**src/rtl/gb_cpu_common_pkg.sv**
```systemverilog
// Shared definitions for the timer peripheral: register offsets, FSM states
// and the TAC tap-select decode.
package gb_cpu_common_pkg;

    localparam logic [1:0] DIV_OFS  = 2'd0;
    localparam logic [1:0] TIMA_OFS = 2'd1;
    localparam logic [1:0] TMA_OFS  = 2'd2;
    localparam logic [1:0] TAC_OFS  = 2'd3;

    typedef enum logic [1:0] {
        TIMER_RUN    = 2'd0,
        TIMER_OVF    = 2'd1,
        TIMER_RELOAD = 2'd2
    } timer_state_t;

    function automatic logic [3:0] tac_tap_bit(input logic [1:0] sel);
        logic [3:0] bit_idx;
        case (sel)
            2'b00:   bit_idx = 4'd9;
            2'b01:   bit_idx = 4'd3;
            2'b10:   bit_idx = 4'd5;
            default: bit_idx = 4'd7;
        endcase
        return bit_idx;
    endfunction

endpackage

```
**src/rtl/gb_timer_edge_detect.sv**
```systemverilog
// Registers the timer clock-select signal and flags its 1->0 transitions.
module gb_timer_edge_detect (
    input  logic i_clk,
    input  logic i_reset,
    input  logic i_sig,
    output logic o_fall
);

    logic r_sig_prev;

    always_ff @(posedge i_clk) begin
        if (i_reset) begin
            r_sig_prev <= 1'b0;
        end else begin
            r_sig_prev <= i_sig;
        end
    end

    assign o_fall = r_sig_prev & ~i_sig;

endmodule

```
**src/rtl/gb_timer.sv**
```systemverilog
// DIV/TIMA/TMA/TAC timer: bus decode, register file, system counter and the
// overflow/reload sequence that raises the timer interrupt.
module gb_timer
    import gb_cpu_common_pkg::*;
#(
    parameter logic [15:0] BASE_ADDR = 16'hFF04
) (
    input  logic        i_clk,
    input  logic        i_reset,
    input  logic [15:0] i_bus_addr,
    input  logic [7:0]  i_bus_data,
    input  logic        i_bus_wren,
    output logic [7:0]  o_bus_data,
    output logic        o_bus_hit,
    output logic        o_irq_timer,
    output logic [7:0]  o_div
);

    logic [15:0]  r_sys_cnt;
    logic [7:0]   r_tima;
    logic [7:0]   r_tma;
    logic [2:0]   r_tac;
    timer_state_t r_state;

    logic [15:0]  w_ofs;
    logic         w_wr_div;
    logic         w_wr_tima;
    logic         w_wr_tma;
    logic         w_wr_tac;
    logic         w_sig;
    logic         w_fall;
    logic [7:0]   w_tma_next;

    // Offset compare tolerates any BASE_ADDR alignment.
    assign w_ofs     = i_bus_addr - BASE_ADDR;
    assign o_bus_hit = (w_ofs < 16'd4);

    assign w_wr_div  = i_bus_wren & o_bus_hit & (w_ofs[1:0] == DIV_OFS);
    assign w_wr_tima = i_bus_wren & o_bus_hit & (w_ofs[1:0] == TIMA_OFS);
    assign w_wr_tma  = i_bus_wren & o_bus_hit & (w_ofs[1:0] == TMA_OFS);
    assign w_wr_tac  = i_bus_wren & o_bus_hit & (w_ofs[1:0] == TAC_OFS);

    assign w_tma_next = w_wr_tma ? i_bus_data : r_tma;

    assign w_sig = r_tac[2] & r_sys_cnt[tac_tap_bit(r_tac[1:0])];

    gb_timer_edge_detect u_edge (
        .i_clk   (i_clk),
        .i_reset (i_reset),
        .i_sig   (w_sig),
        .o_fall  (w_fall)
    );

    always_comb begin
        o_bus_data = 8'hFF;
        if (o_bus_hit) begin
            case (w_ofs[1:0])
                DIV_OFS:  o_bus_data = r_sys_cnt[15:8];
                TIMA_OFS: o_bus_data = r_tima;
                TMA_OFS:  o_bus_data = r_tma;
                default:  o_bus_data = {5'b11111, r_tac};
            endcase
        end
    end

    assign o_div       = r_sys_cnt[15:8];
    assign o_irq_timer = (r_state == TIMER_RELOAD);

    always_ff @(posedge i_clk) begin
        if (i_reset) begin
            r_sys_cnt <= 16'h0000;
            r_tima    <= 8'h00;
            r_tma     <= 8'h00;
            r_tac     <= 3'b000;
            r_state   <= TIMER_RUN;
        end else begin
            r_sys_cnt <= w_wr_div ? 16'h0000 : r_sys_cnt + 16'd4;
            r_tma     <= w_tma_next;
            if (w_wr_tac) begin
                r_tac <= i_bus_data[2:0];
            end
            // TIMA is loaded with TMA on leaving OVF so it already reads the
            // reload value while the interrupt pulse is high.
            case (r_state)
                TIMER_RUN: begin
                    if (w_wr_tima) begin
                        r_tima <= i_bus_data;
                    end else if (w_fall) begin
                        if (r_tima == 8'hFF) begin
                            r_tima  <= 8'h00;
                            r_state <= TIMER_OVF;
                        end else begin
                            r_tima <= r_tima + 8'd1;
                        end
                    end
                end
                TIMER_OVF: begin
                    if (w_wr_tima) begin
                        r_tima  <= i_bus_data;
                        r_state <= TIMER_RUN;
                    end else begin
                        r_tima  <= w_tma_next;
                        r_state <= TIMER_RELOAD;
                    end
                end
                TIMER_RELOAD: begin
                    r_tima  <= w_tma_next;
                    r_state <= TIMER_RUN;
                end
                default: begin
                    r_state <= TIMER_RUN;
                end
            endcase
        end
    end

endmodule

```
**config.mk**
```make
export PLATFORM = sky130hd
export DESIGN_NAME = gb_timer
export DESIGN_NICKNAME = d
export VERILOG_FILES = /design/src/rtl/gb_cpu_common_pkg.sv /design/src/rtl/gb_timer_edge_detect.sv /design/src/rtl/gb_timer.sv
export SDC_FILE = /design/constraint.sdc
export NUM_CORES = 1
export LEC_CHECK = 0
export CORE_ASPECT_RATIO = 1.4
export CORE_MARGIN = 3
export CORE_UTILIZATION = 48
export CTS_CLUSTER_SIZE = 25
export DETAILED_ROUTE_END_ITERATION = 8
export PLACE_DENSITY = 0.84
export SETUP_SLACK_MARGIN = 0.02
export SLEW_MARGIN = 15
export SYNTH_ARGS = -nofsm -noshare
export SYNTH_HDL_FRONTEND = slang
export SYNTH_HIERARCHICAL = 1
export SYNTH_SLANG_ARGS = --single-unit
export TNS_END_PERCENT = 100
```
**constraint.sdc**
```tcl
create_clock -name i_clk -period 2.89 [get_ports i_clk]
set_clock_uncertainty 0.2 [all_clocks]
set_input_delay 0.578 -clock i_clk [delete_from_list [all_inputs] [get_ports i_clk]]
set_output_delay 0.578 -clock i_clk [all_outputs]
set_load 0.02 [all_outputs]
```
# After elaboration in Yosys (flattened, before gate mapping)
# Index checks and enable logic that the tools add are counted.
[word_totals]
ff_bits = 38
input_bits = 27
output_inout_bits = 18
wordCells = 54
[classes]
addsub = 3
order_cmp = 2
eq_ne = 12
mux = 16
bitwise = 8
n_reduce_logical = 7
[ops]
columns = ["cell", "n"]
rows = [
  ["8-bit 2-to-1 mux", 6],
  ["8-bit case mux with 3 select lines", 2],
  ["16-bit by 3-bit adder with 16-bit output (second input constant)", 1],
  ["16-bit by 3-bit less-than comparator with 1-bit output (second input constant)", 1],
  ["16-bit subtractor (second input constant)", 1],
  ["4-bit case mux with 3 select lines", 1],
  ["8-bit by 1-bit adder with 8-bit output (second input constant)", 1],
  ["2-bit == test (second input constant)", 4],
  ["8-bit == test (second input constant)", 1],
  ["2-bit 2-to-1 mux", 4],
  ["1-bit AND", 7],
  ["2-bit by 1-bit == test with 1-bit output (second input constant)", 3],
  ["2-bit logical NOT", 3],
  ["4-bit by 5-bit less-than comparator with 1-bit output (second input constant)", 1],
  ["1-bit binary-select mux with 4-bit select", 1],
  ["2-bit != test (second input constant)", 2],
  ["2-bit case mux with 2 select lines", 1],
  ["3-bit by 2-bit != test with 1-bit output (second input constant)", 1],
  ["3-bit AND reduction", 1],
  ["3-bit nonzero test", 1],
  ["2-bit by 1-bit != test with 1-bit output (second input constant)", 1],
  ["2-bit AND reduction", 1],
  ["2-bit OR reduction", 1],
  ["1-bit 2-to-1 mux", 1],
  ["1-bit inverter", 1],
]

# Longest topological paths before layout
[logic_depth]
ltp_word = 10
mapped_depth = 9
ltp_nobuf = 8

# Cells and area by module
# Netlist, hierarchy kept.
[by_module_without_submodules]
columns = ["mod", "n_inst", "cells_per_inst", "area_per_inst_um2", "seq_area_each_um2"]
rows = [
  ["gb_timer", 1, 292, 2457.4, 700.7],
  ["gb_timer_edge_detect", 1, 3, 35.0, 20.0],
]

# Worst setup path before layout
# No wires, ideal clock.
[synth_timing]
path_type = "in2out"
startpoint = "input i_bus_addr[5]"
endpoint = "output o_bus_data[3]"
t_arrival_ns = 2.058
slack_ns = 0.054
cell_stages = 5
n_path_buf = 1
cell_sequence = "or4b_1 or2_1 buf_6 nor2_2 nand2_1"
[synth_between]
elab_chain_cells = 3
[synth_lines]
columns = ["item", "line", "rtl"]
rows = [
  ["from (decl)", "gb_timer.sv:10", "input logic [15:0] i_bus_addr,"],
  ["16-bit subtractor", "gb_timer.sv:35", "assign w_ofs = i_bus_addr - BASE_ADDR;"],
  ["16-bit by 3-bit less-than comparator with 1-bit output", "gb_timer.sv:36", "assign o_bus_hit = (w_ofs < 16'd4);"],
  ["named net o_bus_hit", "gb_timer.sv:14", "output logic o_bus_hit,"],
  ["8-bit 2-to-1 mux", "gb_timer.sv:56", "if (o_bus_hit) begin"],
  ["to (decl)", "gb_timer.sv:13", "output logic [7:0] o_bus_data,"],
]
# The timed path passes the listed nets, and every way through them passes these cells.

# Worst setup path after layout
[layout_timing]
startpoint = "input i_bus_addr[4]"
endpoint = "output o_bus_data[1]"
[layout_between]
elab_chain_cells = 3
[layout_lines]
columns = ["item", "line"]
rows = [
  ["16-bit subtractor", "gb_timer.sv:35"],
  ["16-bit by 3-bit less-than comparator with 1-bit output", "gb_timer.sv:36"],
  ["8-bit 2-to-1 mux", "gb_timer.sv:56"],
]
# No other way between the ends.

==> run summary <==
Post-synth ARST share -> 0
Area Growth Syn to Fin -> 37.0%
# diodes -> 0
combinational family with the most area after synthesis -> simple AND/OR/NAND/NOR gates
buffers and inverters on the worst path -> 3
WHS Path Cells -> 1
Largest stage delay, worst path -> 0.53 ns
proportion of layout cells with a drive suffix above 1 -> 0.290
Final setup viols -> 0
worst slew pin tran -> 0.754 ns
cell with the most instances on the worst path -> buf_6
grt total ovfl -> 0
CTS root buf -> clkbuf_8
post-synth top area share -> 0.289
vias post-DR -> 2628
CTS tree -> yes
Sw Ratio -> 0.229
PD cells -> 309 nW/um^2
fin crit share -> 0.999
number of I/O port buffers -> 44
Slew headroom -> 0.496
reg2reg setup slack -> 0.33 ns
syn_area_per_cell -> 8.45 um^2
DRT Pass-1 Iters -> 6
die width -> 66.9 um
critical path required time -> 2.11 ns
compound-gate portion of the synthesized area -> 0.209
vias per cell -> 6.13
hold endpoint -> r_sys_cnt[2]
Max-cap violations -> 0
Die Y -> 91.3 um
area leader, netlist -> dfxtp_1
clock power share -> 0.423
Initial Util -> 0.507
cell count along the critical path -> 6
CP max FO -> 3
r2r endpoint -> r_tima[2]
DR iter-0 viols -> 191
Simple-Gate Fraction of Synth Area -> 0.258
die area -> 6110 um^2
post-route ant nets -> 0
routability cong. -> 0.930
initial antenna violation count -> 0
Sink Count -> 36
critical path class -> primary input to output port
crit path time final -> 2.89 ns
vias in the first global route -> 2555
Post-synth EDFFs -> 0
Min Hold Slack -> 0.269 ns
Synth Flop Type -> dfxtp_1
CP max-delay cell -> or4b_4
top cells by area, synth -> dfxtp_1, xor2_1, nor2_1
total I/O pin count -> 45
Syn Inst Count -> 295
Worst Slack Setup Final -> 0.00356 ns
largest net degree at the start of global routing -> 18
Syn Nets -> 327
P_leak -> 1.28 nW
Reg2Reg Depth -> 7
top cell family by delay on the critical path -> simple AND/OR/NAND/NOR gates
Post-Synth Adder-Cell Area -> 0.0251
Power Total -> 1.05 mW
crit-path cells -> clkbuf_2 -> or4b_4 -> or2_4 -> buf_6 -> or3_4 -> buf_6
# nets final -> 396
Final Hold Violating Endpoints -> 0
library cells used by synthesis -> 49
P_int -> 0.813 mW
global-route wire length before repair -> 11.8 mm
Core ar. -> 4920 um^2
Peak supply drop -> 0.000296 V
Post-Synth XOR/XNOR Area -> 0.0597
count of pins over their slew limit -> 0
critical path startpoint category -> primary input
part of the power in combinational logic -> 0.100
Routed wire per std cell -> 18.0 um
DRC viols -> 0
H-tree depth -> 2
Arrival @ worst endpoint -> 2.11 ns
post-synthesis mux area share -> 0.0909
FP Rows -> 30
outcome -> complete, no violations
Sequential Power Share -> 0.477
final WL -> 7.74 mm
clock slew at reported path FFs -> 0.08 ns
FMAX -> 0.346 GHz
Worst Hold Class -> register to register
worst skew pair latency -> 0.30 ns
total CTS buffers -> 5
fin util -> 0.695
GRT Overall Usage -> 0.249
endpoint class of the critical path -> output port
post-DP HPWL -> 5.43 mm
Sw Pwr -> 0.241 mW
hold_sp -> r_sys_cnt[2]
Seq/Total Area, Yosys -> 0.289
Worst R2R Start -> r_tac[1]
Place WS -> -0.698 ns
number of warnings issued by yosys -> 6
post-synthesis instance area -> 2490 um^2
synthesized flop and latch total -> 36
RSZ-0062 raised after global routing -> yes
maximum clock path buffer count -> 2
==> how the worst max path moves through the flow <==
| stage | from | end | slack, ns |
|---|---|---|---|
| 3_3_place_gp | i_bus_addr[5] | o_bus_data[0] | -0.66 |
| 6_report | i_bus_addr[4] | o_bus_data[1] | 0.004 |
| 3_5_place_dp | i_bus_addr[5] | o_bus_data[1] | -0.70 |
| 2_1_floorplan | i_bus_addr[5] | o_bus_data[3] | 0.05 |
| 4_1_cts | i_bus_addr[4] | o_bus_data[1] | 0.02 |
| 5_1_grt | i_bus_addr[4] | o_bus_data[1] | -0.02 |
==> power groups by stage <==
stage / sequential, mW / clock, mW / combinational (mW)
3_3_place_gp: 0.514 / 0 / 0.0985
6_report: 0.503 / 0.446 / 0.106
2_1_floorplan: 0.514 / 0 / 0.0335
3_5_place_dp: 0.514 / 0 / 0.101
4_1_cts: 0.503 / 0.451 / 0.102
5_1_grt: 0.503 / 0.467 / 0.114
==> worst register-to-register path: cells and delay by family, from the launching register on <==
kind             cells  cell delay [ns]
AND/OR/NAND/NOR      3             0.77
AO/OA/AOI/OAI        3             0.57
multiplexers         1             0.51
flip-flops           1             0.39
==> what timing repair did <==
action                                  4_1_cts  5_1_grt
setup buffers                                 2        8
pin swaps                                     6       12
hold buffers                                  0        0
endpoints found under the setup margin       23       16
resized for setup                            73       34
==> cell usage in the layout, fill, tap and decap left out, drive strengths merged, types with 8 or more instances in the layout <==
| master | instances |
|---|---|
| mux2i | 8 |
| a21oi | 19 |
| dfxtp | 36 |
| o21ai | 16 |
| nand2b | 8 |
| clkbuf | 9 |
| nand2 | 24 |
| buf | 50 |
| xor2 | 11 |
| clkdlybuf4s50 | 26 |
| nand3 | 17 |
| nor2 | 26 |
==> area by class of cell <==
type / count / area, um^2
clock buffer: 5 / 68.8
inverter: 7 / 26.3
timing repair buffer: 85 / 790
sequential: 36 / 721
clock inverter: 3 / 42.5
fill: 358 / 1500
multi-input combinational: 229 / 1690
tap: 64 / 80.1
==> synth_stat cells (4+ instances only) <==
library cell  instances
inv_1                 7
clkbuf_1              7
dfxtp_1              36
a21oi_1              15
xor2_1               11
o21ai_0              16
xnor2_1               6
nand3_1              17
nor2_1               25
and4_1                4
a32oi_1               7
buf_4                 8
a21oi_2               4
a31o_2                6
nor3b_2               4
mux4_2                4
and3_1                5
or3_1                 7
mux2i_1               8
ha_1                  5
o22ai_1               6
o221ai_1              6
nand4_1               4
a211oi_1              6
nand2_1              24
mux2_2                5
nand2b_1              8
==> routing by layer <==
layer / routed length (um) / share of wire / global-route usage / up-vias
met1: 2810 / 0.36 / 0.265 / 1218
met4: 385 / 0.050 / 0.127 / 0
met5: 0 / 0 / 0 / -
met2: 3900 / 0.50 / 0.443 / 142
met3: 639 / 0.083 / 0.0557 / 46
li1: - / - / - / 1222
==> through the flow <==
stage / cell area, um^2 / TNS, ns / std cells
global placement: 3120 / -13.01 / 411
global route: 3420 / -0.0250 / 429
finish: 3420 / 0 / 429
floorplan: 2490 / 0 / 295
CTS: 3300 / 0 / 421
detailed placement: 3120 / -14.27 / 411
==> registers in the layout, summed over array words and instances (netlist names) <==
signal / cells
r_sys_cnt: 14
r_tima: 8
r_tac: 3
r_state: 2
u_edge/r_sig_prev: 1
r_tma: 8
==> cells by family after synthesis <==
group | after synthesis
buffers and inverters | 30
muxes | 17
and+or+nand+nor | 115
adders and majority gates | 5
xor gates and xnor gates | 17
AOI/OAI and AO/OA | 75
DFF | 36
Note: power is estimated with default switching activity, not from simulation.
==> RTL edit 1, RTL diff (same settings) <==
Re-encode `timer_state_t` (3 states) as one-hot, 3 bits wide.
--- a/src/rtl/gb_cpu_common_pkg.sv
+++ b/src/rtl/gb_cpu_common_pkg.sv
@@ -8,8 +8,8 @@
     localparam logic [1:0] TAC_OFS  = 2'd3;
 
-    typedef enum logic [1:0] {
-        TIMER_RUN    = 2'd0,
-        TIMER_OVF    = 2'd1,
-        TIMER_RELOAD = 2'd2
+    typedef enum logic [2:0] {
+        TIMER_RUN    = 3'b001,
+        TIMER_OVF    = 3'b010,
+        TIMER_RELOAD = 3'b100
     } timer_state_t;
 
Formal check against the unedited RTL: same outputs for any inputs over 10 cycles, from zero or initial values and one cycle with i_reset high; not proved beyond that.
==> RTL edit 1 against the original RTL <==
Synthesized area is 14% lower. Cell area is 13% lower. Sequential cell count is 1 higher. Setup slack better by 63 ps. Via count is 17% lower. Power is 6.8% lower. Routed wire length is 17% lower. Cell count is 13% lower. First-iteration DRC count is 25% lower.
==> RTL edit 1: results (changes against the original RTL) <==
stage,metric,value,unit,change
synthesis,synth_compound_area_share,17.3,%,-3.6 points
place,io_buffers,44,,unchanged
synthesis,synth-xor-area-share,6.50,%,+0.53 points
synthesis,synth_edf_count,0,,unchanged
power_and_ir_drop,p_clk_share,38.2,%,-4.1 points
detailed_routing,viasPerCell,5.87,,-4.2%
grt,grt_pass1_wl,10700,um,-9.5%
worst_setup_path,path_delay_family,buffers and inverters,,
place,dp_hpwl,4500,um,-17%
synthesis,muxShareOfSynthArea,8.18,%,-0.90 points
synthesis,syn_nets,284,,-13%
power_and_ir_drop,switchingPower,231,uW,-4.0%
synthesis,synth_adder_area_share,1.16,%,-1.3 points
synthesis,yosysUniqueCellTypes,50,,+2.0%
worst_setup_path,cp.arrival,2050,ps,-60 ps
synthesis,netlist_top_cells_count,"37 x dfxtp_1, 36 x nand2_1, 31 x nor2_1",,
synthesis,synth.area.top_cells,"dfxtp_1 34%, nand2_1 6.3%, nor2_1 5.4%",,
layout,drive_above_1_share,25.3,%,-3.7 points
worst_setup_path,critPathMaxStageDelay,470,ps,-60 ps
sta,hold_ws,284,ps,+14.7 ps
power_and_ir_drop,clk-power,376,uW,-16%
run_status,status,"complete, no violations",,
power_and_ir_drop,comb_cell_power,90.6,uW,-15%
layout,diodes,0,,unchanged
power_and_ir_drop,ir_drop,0.000443,V,+50%
detailed_routing,drtIter0Drc,144,,-25%
detailed_routing,wl_met2,3510,um,-10%
worst_setup_path,rrSetupSlack,470,ps,+140 ps
synthesis,synth-seq-area-share,34.4,%,+5.4 points
detailed_routing,highest_layer,met4,,
worst_setup_path,r2r_end,r_tima[6]$_SDFFE_PP0P_,,
place,post-place-ws,-494,ps,+204 ps
place,place.gp.congestion,0.891,,-4.1%
min_path,whs_endpoint,r_sys_cnt[2]$_SDFF_PP0_,,
worst_setup_path,endpoint,o_bus_data[5],,
worst_setup_path,crit_path_max_fanout,8,,+5
layout,num-nets-final,341,,-14%
layout,fill_cells,321,,-10%
power_and_ir_drop,leakage,0.00117,uW,-8.7%
detailed_routing,dr.pass1.iters,6,,unchanged
synthesis,syn_inst,255,,-14%
clock_tree,root_buffer,clkbuf_8,,
clock_tree,clk_pin_slew_worst_paths,70,ps,
detailed_routing,vias,2182,,-17%
detailed_routing,wl,6450,um,-17%
detailed_routing,route.met3.wl,376,um,-41%
place,placed_area,2730,sq um,-12%
grt,grt_pass1_vias,2275,,-11%
synthesis,async_flop_share,0,%,unchanged
sta,tightest_slew,407,ps,-347 ps
grt,grtUsageTotal,25.7,%,+0.77 points
detailed_routing,wl_met1,2310,um,-18%
place,place_inst,361,,-12%
layout,multi_input_comb_area,1400,sq um,-17%
sta,min_period_over_period,97.7,%,-2.2 points
worst_setup_path,critPathLaunch,i_bus_addr[1],,
grt,grt_max_degree,17,,-1
worst_setup_path,slowest_stage,clkdlybuf4s50_1,,
clock_tree,clk_path_buf_depth,2,,unchanged
synthesis,yosysWarnings,6,,unchanged
-- RTL edit 1: cell types whose count changed in the layout (fill, tap and decap cells not counted), sizes merged, moves of 6 or more --
cell	delta
a32oi	-6
nor3b	-6
a21oi	-8
o221ai	-7
o21ai	-13
buf	-15
nand2	+12
-- RTL edit 1: timing repair --
action / CTS / global route
setup endpoints to repair: 17 / 17
resized for setup: 82 / 7
pin swaps: 5 / 4
gates cloned: 1 / 0
buffers inserted: 2 / 1
endpoints found under the hold margin: 0 / 0
-- RTL edit 1: routing by layer --
metal	global-route usage [%]	up-vias
met2	47.2	87
met3	5.96	24
met1	26.1	1044
li1	-	1027
met5	0	-
met4	15.5	0
-- RTL edit 1: cell type report --
type / count / share of cell area (%)
sequential: 37 / 24.9
timing repair buffer: 68 / 22.1
clock inverter: 1 / 0.252
multi-input combinational: 197 / 47.0
inverter: 3 / 0.379
clock buffer: 6 / 2.78
tap: 60 / 2.52
==> RTL edit 2, RTL diff (same settings) <==
Without the edit above. Make the reset (`i_reset`) asynchronous in 2 clocked blocks.
--- a/src/rtl/gb_timer_edge_detect.sv
+++ b/src/rtl/gb_timer_edge_detect.sv
@@ -9,5 +9,5 @@
     logic r_sig_prev;
 
-    always_ff @(posedge i_clk) begin
+    always_ff @(posedge i_clk or posedge i_reset) begin
         if (i_reset) begin
             r_sig_prev <= 1'b0;
--- a/src/rtl/gb_timer.sv
+++ b/src/rtl/gb_timer.sv
@@ -67,5 +67,5 @@
     assign o_irq_timer = (r_state == TIMER_RELOAD);
 
-    always_ff @(posedge i_clk) begin
+    always_ff @(posedge i_clk or posedge i_reset) begin
         if (i_reset) begin
             r_sys_cnt <= 16'h0000;
Behaviour: differs if i_reset is asserted again (counterexample within 4 cycles, from zero or initial values and one cycle with i_reset high); with i_reset held inactive, the same outputs for 10 cycles.
==> RTL edit 2 against the original RTL <==
Setup slack improved by 75 ps. Global-route usage fell by 1.9 points. Register-to-register slack got worse by 40 ps. Sequential cell count is the same. Count of clock-buffer cells in the layout is 2 higher. Synthesized area is 1.2% lower. Cell count is 8.9% lower. Power increased by 7.8%. Critical path depth did not move. Cell area down 6.4%. Routed wire length fell by 17%. Largest cell class unchanged.
==> RTL edit 2: results (changes against the original RTL) <==
stage,metric,value,unit,change
synthesis,async_flop_share,100,%,+100 points
detailed_routing,routedWlPerCell,16.4,um,-9.1%
worst_setup_path,r2r_end,r_tima[1]$_DFFE_PP0P_,,
grt,grt_use_met3,3.74,%,-1.8 points
grt,grt_use_met1,28.0,%,+1.5 points
grt,grt_pass1_wl,10700,um,-9.2%
clock_tree,cts_setup_buffers,2,,unchanged
sta,max_clock_freq,356,MHz,+2.7%
grt,grt_max_degree,36,,+18
synthesis,netlist_top_cells_count,"36 x dfrtp_1, 23 x nand2_1, 23 x nor2_1",,
worst_setup_path,r2r_cells,8,,+1
detailed_routing,vias,2259,,-14%
place,placed_area,3080,sq um,-1.2%
synthesis,synth-seq-area-share,36.6,%,+7.7 points
min_path,hold_class,primary input to async pin,,
sta,relSlewSlack,70.7,%,+21 points
synthesis,synth_adder_area_share,2.54,%,+0.031 points
power_and_ir_drop,ir_drop,0.000371,V,+25%
place,place_inst,381,,-7.3%
worst_setup_path,critPathLaunch,i_bus_addr[7],,
layout,fill_cells,387,,+8.1%
layout,num-nets-final,358,,-9.6%
worst_setup_path,rrSetupSlack,290,ps,-40 ps
run_status,status,"complete, no violations",,
worst_setup_path,slowest_stage,or3_4,,
synthesis,synth-xor-area-share,5.69,%,-0.28 points
synthesis,synth_area_per_cell,9.29,sq um,+10%
power_and_ir_drop,leakage,0.00142,uW,+11%
synthesis,yosysUniqueCellTypes,52,,+6.1%
detailed_routing,route.met3.wl,293,um,-54%
worst_setup_path,cp.arrival,2030,ps,-80 ps
synthesis,muxShareOfSynthArea,12.7,%,+3.6 points
detailed_routing,wl_met2,3360,um,-14%
grt,grt_use_met2,39.2,%,-5.1 points
layout,drive_above_1_share,26.3,%,-2.7 points
synthesis,synth.area.top_cells,"dfrtp_1 37%, mux2_2 6.4%, mux4_2 3.7%",,
sta,hold_ws,242,ps,-27.0 ps
worst_setup_path,endpoint,o_bus_data[2],,
place,place.gp.congestion,0.906,,-2.6%
worst_setup_path,crit_path_max_fanout,6,,+3
synthesis,syn_nets,297,,-9.2%
floorplanning,die_w,66.5,um,-0.55%
detailed_routing,wl_met1,2580,um,-8.3%
grt,grtUsageTotal,23.1,%,-1.9 points
worst_setup_path,rr_startpoint,r_tac[1]$_DFFE_PP0P_,,
place,dp_hpwl,4740,um,-13%
layout,fin_cells,391,,-8.9%
worst_setup_path,critPathMaxStageDelay,400,ps,-130 ps
place,post-place-ws,-799,ps,-101 ps
detailed_routing,drtIter0Drc,162,,-15%
synthesis,synth_compound_area_share,14.3,%,-6.7 points
clock_tree,root_buffer,clkbuf_8,,
==> RTL edit 2: cell types whose count changed after synthesis, moves of 7 or more <==
cell / before / now
a32oi_1: 7 / 0
mux2_2: 5 / 14
dfrtp_1: 0 / 36
a221oi_1: 0 / 7
dfxtp_1: 36 / 0
==> RTL edit 2: logic make-up after synthesis <==
kind of cell / after synthesis
adder cells (fa/ha/maj): 5
AO/OA/AOI/OAI: 51
flip-flops: 36
buffers and inverters: 32
XOR/XNOR: 16
multiplexers: 23
AND/OR/NAND/NOR: 102
==> RTL edit 2: final cells by class <==
class / count / area (sq um) / share of cell area, %
clock buffer: 7 / 86.3 / 2.70
sequential: 36 / 901 / 28.2
tap: 64 / 80.1 / 2.50
clock inverter: 1 / 7.51 / 0.235
timing repair buffer: 74 / 623 / 19.5
multi-input combinational: 197 / 1460 / 45.5
inverter: 12 / 45.0 / 1.41
==> RTL edit 2: power by group <==
part	total, uW	switching [uW]	internal [uW]
logic	182	88.5	93.5
clock network	381	187	194
registers	573	36.2	537
